$ cat config.mk
export PLATFORM = sky130hd
export DESIGN_NAME = irb_capture
export DESIGN_NICKNAME = d
export VERILOG_FILES = /design/src/rtl/irb_pkg.sv /design/src/rtl/irb_mem.sv /design/src/rtl/irb_capture.sv
export SDC_FILE = /design/constraint.sdc
export NUM_CORES = 1
export LEC_CHECK = 0
export CAP_MARGIN = 30
export CORE_MARGIN = 4
export CORE_UTILIZATION = 60
export CTS_CLUSTER_DIAMETER = 40
export DETAILED_ROUTE_END_ITERATION = 6
export DONT_BUFFER_PORTS = 1
export PLACE_DENSITY = 0.76
export SLEW_MARGIN = 0
export SYNTH_ARGS = -nofsm -noshare
export SYNTH_HDL_FRONTEND = slang
export SYNTH_HIERARCHICAL = 1
export SYNTH_SLANG_ARGS = --single-unit
$ cat constraint.sdc
create_clock -name clk -period 2.15 [get_ports clk]
set_input_delay 0.215 -clock clk [delete_from_list [all_inputs] [get_ports clk]]
set_output_delay 0.215 -clock clk [all_outputs]
set_load 0.05 [all_outputs]
$ cat src/rtl/irb_pkg.sv
// Shared types and default geometry for the image-result buffer.
package irb_pkg;

  localparam int unsigned DEPTH  = 64;
  localparam int unsigned ADDR_W = 6;
  localparam int unsigned DATA_W = 8;
  localparam int unsigned CSUM_W = 16;

  typedef enum logic [1:0] {
    CAPTURE = 2'd0,
    SCAN    = 2'd1,
    READY   = 2'd2
  } irb_state_t;

endpackage

$ cat src/rtl/irb_mem.sv
// 64x8 pixel store: one synchronous write port, one registered read port whose
// result lands in either the host or the scan holding register (write-first).
module irb_mem #(
  parameter int unsigned DEPTH  = 64,
  parameter int unsigned ADDR_W = 6,
  parameter int unsigned DATA_W = 8
) (
  input  logic              clk,
  input  logic              rst_n,
  input  logic              we,
  input  logic [ADDR_W-1:0] waddr,
  input  logic [DATA_W-1:0] wdata,
  input  logic              re,
  input  logic              host_sel,
  input  logic [ADDR_W-1:0] raddr,
  output logic [DATA_W-1:0] host_rdata,
  output logic [DATA_W-1:0] scan_rdata
);

  logic [DATA_W-1:0] mem_q [DEPTH];
  logic [DATA_W-1:0] rd_word;
  logic [DATA_W-1:0] host_rdata_d, host_rdata_q;
  logic [DATA_W-1:0] scan_rdata_d, scan_rdata_q;

  // Storage is deliberately not reset.
  always_ff @(posedge clk) begin
    if (we) begin
      mem_q[waddr] <= wdata;
    end
  end

  // A same-edge write to the read address is forwarded so the seal edge sees it.
  always_comb begin
    rd_word      = (we && (waddr == raddr)) ? wdata : mem_q[raddr];
    host_rdata_d = host_rdata_q;
    scan_rdata_d = scan_rdata_q;
    if (re) begin
      if (host_sel) begin
        host_rdata_d = rd_word;
      end else begin
        scan_rdata_d = rd_word;
      end
    end
  end

  always_ff @(posedge clk or negedge rst_n) begin
    if (!rst_n) begin
      host_rdata_q <= '0;
      scan_rdata_q <= '0;
    end else begin
      host_rdata_q <= host_rdata_d;
      scan_rdata_q <= scan_rdata_d;
    end
  end

  assign host_rdata = host_rdata_q;
  assign scan_rdata = scan_rdata_q;

endmodule

$ cat src/rtl/irb_capture.sv
// Captures the 64-pixel IRB write-back, seals on a done rise and serves reads.
// Optional checksum scan is built when IRB_CHECKSUM_EN is defined.
module irb_capture #(
  parameter int unsigned DEPTH  = irb_pkg::DEPTH,
  parameter int unsigned ADDR_W = irb_pkg::ADDR_W,
  parameter int unsigned DATA_W = irb_pkg::DATA_W
) (
  input  logic                       clk,
  input  logic                       reset_n,
  input  logic                       IRB_RW,
  input  logic [ADDR_W-1:0]          IRB_A,
  input  logic [DATA_W-1:0]          IRB_D,
  input  logic                       done,
  input  logic                       rd_en,
  input  logic [ADDR_W-1:0]          rd_addr,
  output logic [DATA_W-1:0]          rd_data,
  output logic                       rd_valid,
  output logic                       ready,
  output logic [ADDR_W:0]            wr_count,
  output logic [irb_pkg::CSUM_W-1:0] checksum
);
  import irb_pkg::*;

  localparam int unsigned CNT_W    = ADDR_W + 1;
  localparam logic [CNT_W-1:0] CNT_FULL = CNT_W'(DEPTH);
  localparam logic [CNT_W-1:0] CNT_ONE  = CNT_W'(1);

  irb_state_t        state_q, state_d;
  logic              done_q;
  logic              ready_d, ready_q;
  logic              rd_valid_d, rd_valid_q;
  logic [CNT_W-1:0]  wr_count_d, wr_count_q;
  logic              wr_stb, done_rise;
  logic              mem_we, mem_re, host_sel;
  logic [ADDR_W-1:0] mem_raddr;
  logic [DATA_W-1:0] host_rdata, scan_rdata;

`ifdef IRB_CHECKSUM_EN
  logic [CNT_W-1:0]  scan_idx_d, scan_idx_q;
  logic [CSUM_W-1:0] acc_d, acc_q;
  logic [CSUM_W-1:0] checksum_d, checksum_q;
`else
  logic [DATA_W-1:0] unused_scan;
  assign unused_scan = scan_rdata;
`endif

  assign wr_stb    = ~IRB_RW;
  assign done_rise = done & ~done_q;

  // Read port is shared: host reads in READY, scan fetches otherwise.
  always_comb begin
    mem_we    = wr_stb && (state_q != SCAN);
    host_sel  = (state_q == READY);
    mem_re    = host_sel && rd_en;
    mem_raddr = rd_addr;
`ifdef IRB_CHECKSUM_EN
    if ((state_q == CAPTURE) && done_rise) begin
      mem_re    = 1'b1;
      mem_raddr = '0;
    end else if ((state_q == SCAN) && (scan_idx_q != CNT_FULL)) begin
      mem_re    = 1'b1;
      mem_raddr = scan_idx_q[ADDR_W-1:0];
    end
`endif
  end

  irb_mem #(
    .DEPTH  (DEPTH),
    .ADDR_W (ADDR_W),
    .DATA_W (DATA_W)
  ) u_mem (
    .clk        (clk),
    .rst_n      (reset_n),
    .we         (mem_we),
    .waddr      (IRB_A),
    .wdata      (IRB_D),
    .re         (mem_re),
    .host_sel   (host_sel),
    .raddr      (mem_raddr),
    .host_rdata (host_rdata),
    .scan_rdata (scan_rdata)
  );

  always_ff @(posedge clk or negedge reset_n) begin
    if (!reset_n) begin
      state_q <= CAPTURE;
    end else begin
      state_q <= state_d;
    end
  end

  always_comb begin
    state_d = state_q;
    case (state_q)
      CAPTURE: begin
        if (done_rise) begin
`ifdef IRB_CHECKSUM_EN
          state_d = SCAN;
`else
          state_d = READY;
`endif
        end
      end
`ifdef IRB_CHECKSUM_EN
      SCAN: begin
        if (scan_idx_q == CNT_FULL) begin
          state_d = READY;
        end
      end
`endif
      READY: begin
        if (wr_stb) begin
          state_d = CAPTURE;
        end
      end
      default: state_d = CAPTURE;
    endcase
  end

  // Scan: fetch of pixel 0 is issued on the seal edge, so each SCAN cycle
  // accumulates the previous fetch; the final cycle publishes the sum.
  always_comb begin
    ready_d    = ready_q;
    rd_valid_d = 1'b0;
    wr_count_d = wr_count_q;
`ifdef IRB_CHECKSUM_EN
    scan_idx_d = scan_idx_q;
    acc_d      = acc_q;
    checksum_d = checksum_q;
`endif
    case (state_q)
      CAPTURE: begin
        if (wr_stb && (wr_count_q != CNT_FULL)) begin
          wr_count_d = wr_count_q + CNT_ONE;
        end
        if (done_rise) begin
`ifdef IRB_CHECKSUM_EN
          scan_idx_d = CNT_ONE;
          acc_d      = '0;
`else
          ready_d    = 1'b1;
`endif
        end
      end
`ifdef IRB_CHECKSUM_EN
      SCAN: begin
        acc_d = acc_q + CSUM_W'(scan_rdata);
        if (scan_idx_q == CNT_FULL) begin
          checksum_d = acc_d;
          ready_d    = 1'b1;
        end else begin
          scan_idx_d = scan_idx_q + CNT_ONE;
        end
      end
`endif
      READY: begin
        rd_valid_d = rd_en;
        if (wr_stb) begin
          wr_count_d = CNT_ONE;
          ready_d    = 1'b0;
`ifdef IRB_CHECKSUM_EN
          checksum_d = '0;
          acc_d      = '0;
          scan_idx_d = '0;
`endif
        end
      end
      default: ;
    endcase
  end

  always_ff @(posedge clk or negedge reset_n) begin
    if (!reset_n) begin
      done_q     <= 1'b0;
      ready_q    <= 1'b0;
      rd_valid_q <= 1'b0;
      wr_count_q <= '0;
`ifdef IRB_CHECKSUM_EN
      scan_idx_q <= '0;
      acc_q      <= '0;
      checksum_q <= '0;
`endif
    end else begin
      done_q     <= done;
      ready_q    <= ready_d;
      rd_valid_q <= rd_valid_d;
      wr_count_q <= wr_count_d;
`ifdef IRB_CHECKSUM_EN
      scan_idx_q <= scan_idx_d;
      acc_q      <= acc_d;
      checksum_q <= checksum_d;
`endif
    end
  end

  assign rd_data  = host_rdata;
  assign rd_valid = rd_valid_q;
  assign ready    = ready_q;
  assign wr_count = wr_count_q;
`ifdef IRB_CHECKSUM_EN
  assign checksum = checksum_q;
`else
  assign checksum = '0;
`endif

endmodule

# Word-level counts from Yosys, hierarchy flattened
# Memory sizes are Yosys's and may differ from the RTL's. A register that Yosys moved wholly into a read port is not among the register bits.
# Index checks and enable logic that the tools add are counted.
[classes]
eq_ne = 6
reduce_logical = 10
add_sub_neg = 1
n_bitwise = 3
muxes = 12
[ops]
columns = ["op", "n"]
rows = [
  ["$mux 7", 2],
  ["$pmux 7 s2", 1],
  ["$add 7x1->7 const B", 1],
  ["$ne 7x7->1 const B", 1],
  ["$ne 2x2->1 const B", 3],
  ["$reduce_and 3->1", 2],
  ["$mux 1", 5],
  ["$mux 2", 2],
  ["$pmux 2 s2", 1],
  ["$reduce_and 2->1", 2],
  ["$logic_and 1x1->1", 3],
  ["$eq 2x2->1 const B", 1],
  ["$logic_not 2->1", 1],
  ["$ne 2x1->1 const B", 1],
  ["$not 1->1", 2],
  ["$pmux 1 s2", 1],
  ["$reduce_bool 2->1", 1],
  ["$and 1x1->1", 1],
  ["$logic_not 1->1", 1],
]
[word_totals]
ram_bits = 512
ff_bits = 12
memories = 1
elab_cells = 38
input_bits = 25
[memory_table]
columns = ["name", "depth", "width", "rd", "rd_ports_with_merged_regs", "wr", "line_no", "text"]
rows = [
  ["u_mem.mem_q", 64, 8, 1, 1, 1, "irb_mem.sv:20", "logic [DATA_W-1:0] mem_q [DEPTH];"],
]

# Longest topological paths before layout
[depth]
ltp_word = 4
depth_mapped = 9

# Modules after synthesis
# Netlist, hierarchy kept.
[by_module_without_submodules]
columns = ["mod", "area_each_um2", "cells_per_inst", "n_inst"]
rows = [
  ["irb_mem", 20584.7, 995, 1],
  ["irb_capture", 671.9, 75, 1],
]

# Least setup slack after synthesis
# Ideal clock, no wire load.
[synth_path]
path_type = "register to register"
startpoint = "register ready_q, in the netlist ready"
endpoint = "register u_mem/scan_rdata[3] (netlist name)"
path_slack_ps = 82
t_arrival_ps = 1986
path_stages_with_launch = 7
synth_period_minus_slack_ps = 2068
setup_ps = 82
path_cell_list = "dfrtp_1 > clkbuf_1 > and2_1 > nor2b_1 > clkbuf_1 > nor2_1 > a31oi_1"
[synth_lines]
columns = ["item", "line_no", "text"]
rows = [
  ["start: declaration", "irb_capture.sv:30", "logic ready_d, ready_q;"],
  ["start signal: assignment", "irb_capture.sv:185", "ready_q <= ready_d;"],
]

# Worst setup path in the final report
[layout_path]
startpoint = "input port IRB_RW"
endpoint = "memory u_mem.mem_q[42][3], enable pin"
[layout_between]
elab_chain_len = 4
[layout_rtl]
columns = ["item", "line_no", "text"]
rows = [
  ["start: declaration", "irb_capture.sv:10", "input logic IRB_RW,"],
  ["$not 1->1", "irb_capture.sv:47", "assign wr_stb = ~IRB_RW;"],
  ["$logic_and 1x1->1", "irb_capture.sv:52", "mem_we = wr_stb && (state_q != SCAN);"],
  ["via mem_we", "irb_capture.sv:34", "logic mem_we, mem_re, host_sel;"],
  ["$mux 1", "irb_mem.sv:27", "if (we) begin"],
  ["$mux 1 (implied by the code)", "irb_mem.sv:28", "mem_q[waddr] <= wdata;"],
  ["end: declaration", "irb_mem.sv:20", ""],
]
# The timed path passes the listed nets, and every way through them passes these cells.

==> summary.txt <==
Status
  • Status: complete, but fails checks
  • Failing checks: negative hold slack

Layout
  • Share of cells above drive strength 1: 26.9%
  • Sequential Area: 15800 um2
  • P&R area growth vs syn: 14.1%
  • ANT cells: 0
  • Nets: 1167
  • Fill cells: 2026
  • Multi-input gate area: 4750 um2
  • Commonest non-fill, non-tap cell in the layout: edfxtp_1
  • Most frequent cells in the layout: edfxtp_1 (512), mux4_2 (125), buf_4 (82), nor2_1 (78), a22oi_1 (57)

STA
  • Final Cycle Share: 98.7%
  • Min cycle time layout: 2.12 ns
  • Max Slew Vio Count: 0
  • Finish-stage setup viols: 0
  • Hold Fails Final Rpt: 1
  • RSZ-0062 raised after global routing: true
  • Slew margin rel.: 36.9%
  • Fmax: 471 MHz
  • Post-Route Setup TNS: 0 ns
  • Worst-Margin Slew: 0.944 ns
  • Hold Slack: -0.0171 ns
  • Skew final: 0.0191 ns

Floorplan
  • Die H: 195 um
  • Die W: 195 um
  • CORE AREA: 34500 um2
  • Starting Density: 60.8%
  • Die area: 37900 um2
  • Row count: 68
  • IO Count: 58

Hold path
  • Worst Hold Class: input pin to flip-flop
  • Worst hold path depth: 3

Global routing
  • Initial antenna violation count: 0
  • Total GRT Usage: 26.2%
  • Largest net degree at the start of global routing: 133
  • First-pass GRT wire length: 73.8 mm
  • Number of global-route vias before repair: 11000
  • Grt ovf: 0

Synthesis
  • Yosys warns: 6
  • Synthesized area per cell: 20.1 um2
  • Post-Syn Area: 20900 um2
  • Post-Syn Instances: 1040

Clock tree
  • CTS Sinks: 530
  • H-tree Lvls: 2
  • Clock buffer depth: 3
  • Cts bufs inserted: 56
  • Clock slew at reported path FFs: 0.06 ns
  • CTS Root Cell: clkbuf_16
  • Clock latency at the later pin of the worst-skew pair: 0.60 ns
  • TritonCTS clock tree: yes

Detailed routing
  • DR pass1 iterations: 5
  • DRC violations left: 0
  • Detailed Route WL: 49.1 mm
  • Avg WL per Cell: 30.0 um
  • Vias per cell: 6.67
  • 1st-iter DRT viols: 1570
  • Final antenna-violating net count: 0
  • Via Count: 10900

Power and ir drop
  • Max VDD drop: 722 uV
  • Sequential share of power: 53.1%
  • Power Total: 22.5 mW
  • PwrDens: 942 nW/um2
  • Net Switching: 5.25 mW
  • Clock share of power: 40.7%
  • Net Sw Frac: 23.3%
  • Leakage: 7.68 nW
  • Comb pwr share: 6.3%
  • Internal: 17.3 mW

Flow run
  • Max cap viols: 0

Critical path
  • Setup crit start kind: input pin
  • Crit path max-delay family: buffers and inverters
  • Slowest stage cell, crit path: dlygate4sd3_1
  • Worst Setup Path Type: input pin to flip-flop
  • Critical path fanouts, max: 12
  • CP max stage delay: 0.71 ns
  • Reg2Reg Depth: 5
  • CP cell instances: dlygate4sd3_1 > inv_1 > nor2b_1 > nand2_1 > nor2_1 > buf_4
  • Crit path DAT: 2.40 ns
  • CP Data Required Time: 2.43 ns
  • Bufs and invs on worst path: 3
  • Crit end category: flip-flop
  • Critical path depth in cells: 6

Placement
  • I/O Buffers: 0
  • GP Congestion: 0.906
  • Hpwl dp: 27.2 mm
==> timing repair <==
action,CTS,global route
endpoints found under the setup margin,0,39
endpoints found under the hold margin,555,0
setup buffers,0,0
resized for setup,0,3
hold buffers,18,0
==> routing by layer <==
metal	global-route usage [%]	wire length [um]
met5	0	0
met2	41.8	24000
met4	8.15	1890
met1	37.6	18100
met3	5.32	5140
==> worst reg2reg max path: cells and delay by family (launching register included) <==
kind,cells,cell delay (ns)
AOI/OAI and AO/OA,4,1.02
muxes,1,0.49
DFF,1,0.37
==> registers in the layout, indices dropped and copies added (netlist names) <==
register,cells
done_q,1
u_mem/mem_q,512
u_mem/host_rdata,8
wr_count,7
rd_valid,1
ready,1
==> metrics by stage <==
stage                     util (%)  area [um2]  hold WS, ns  instances  worst slack (ns)
after floorplan                  -       21000      -0.0806       1055            0.0993
after global routing          69.4       23900      0.00629       1639           -0.0315
after detailed placement      63.3       21800      -0.0802       1520             0.167
final                         69.4       23900      -0.0171       1639            0.0287
after global placement        63.3       21800      -0.0799       1520             0.182
after CTS                     69.4       23900     0.000622       1640            0.0789
==> path summary, 6_finish.rpt <==
check / from / end / slack [ns]
setup / recovery: IRB_RW / u_mem/mem_q[42][3] / 0.03
hold / removal: rd_addr[4] / u_mem/host_rdata[6] / -0.02
setup reg to reg: u_mem/mem_q[63][2] / u_mem/host_rdata[2] / 0.14
hold reg to reg: done_q / ready / 0.44
max in group asynchronous: reset_n / wr_count[5] / 1.34
min in group asynchronous: reset_n / u_mem/host_rdata[1] / 0.23
==> power by group through the flow <==
stage	Combinational, mW	Clock [mW]	Sequential, mW
6_report	1.41	9.16	12.0
5_1_grt	1.49	9.77	11.9
4_1_cts	1.39	9.23	11.9
3_5_place_dp	1.14	0	12.2
3_3_place_gp	1.13	0	12.1
2_1_floorplan	0.863	0	12.2
==> final cells by class <==
class                   instances  share of cell area, %
clock buffers                  69                   6.07
flip-flops and latches        530                   66.2
inverters                       6                 0.0942
clock inverters                33                   1.33
well taps                     455                   2.38
repair buffers                101                   4.04
multi-input cells             445                   19.9
Power figures use the tool's default switching activity.
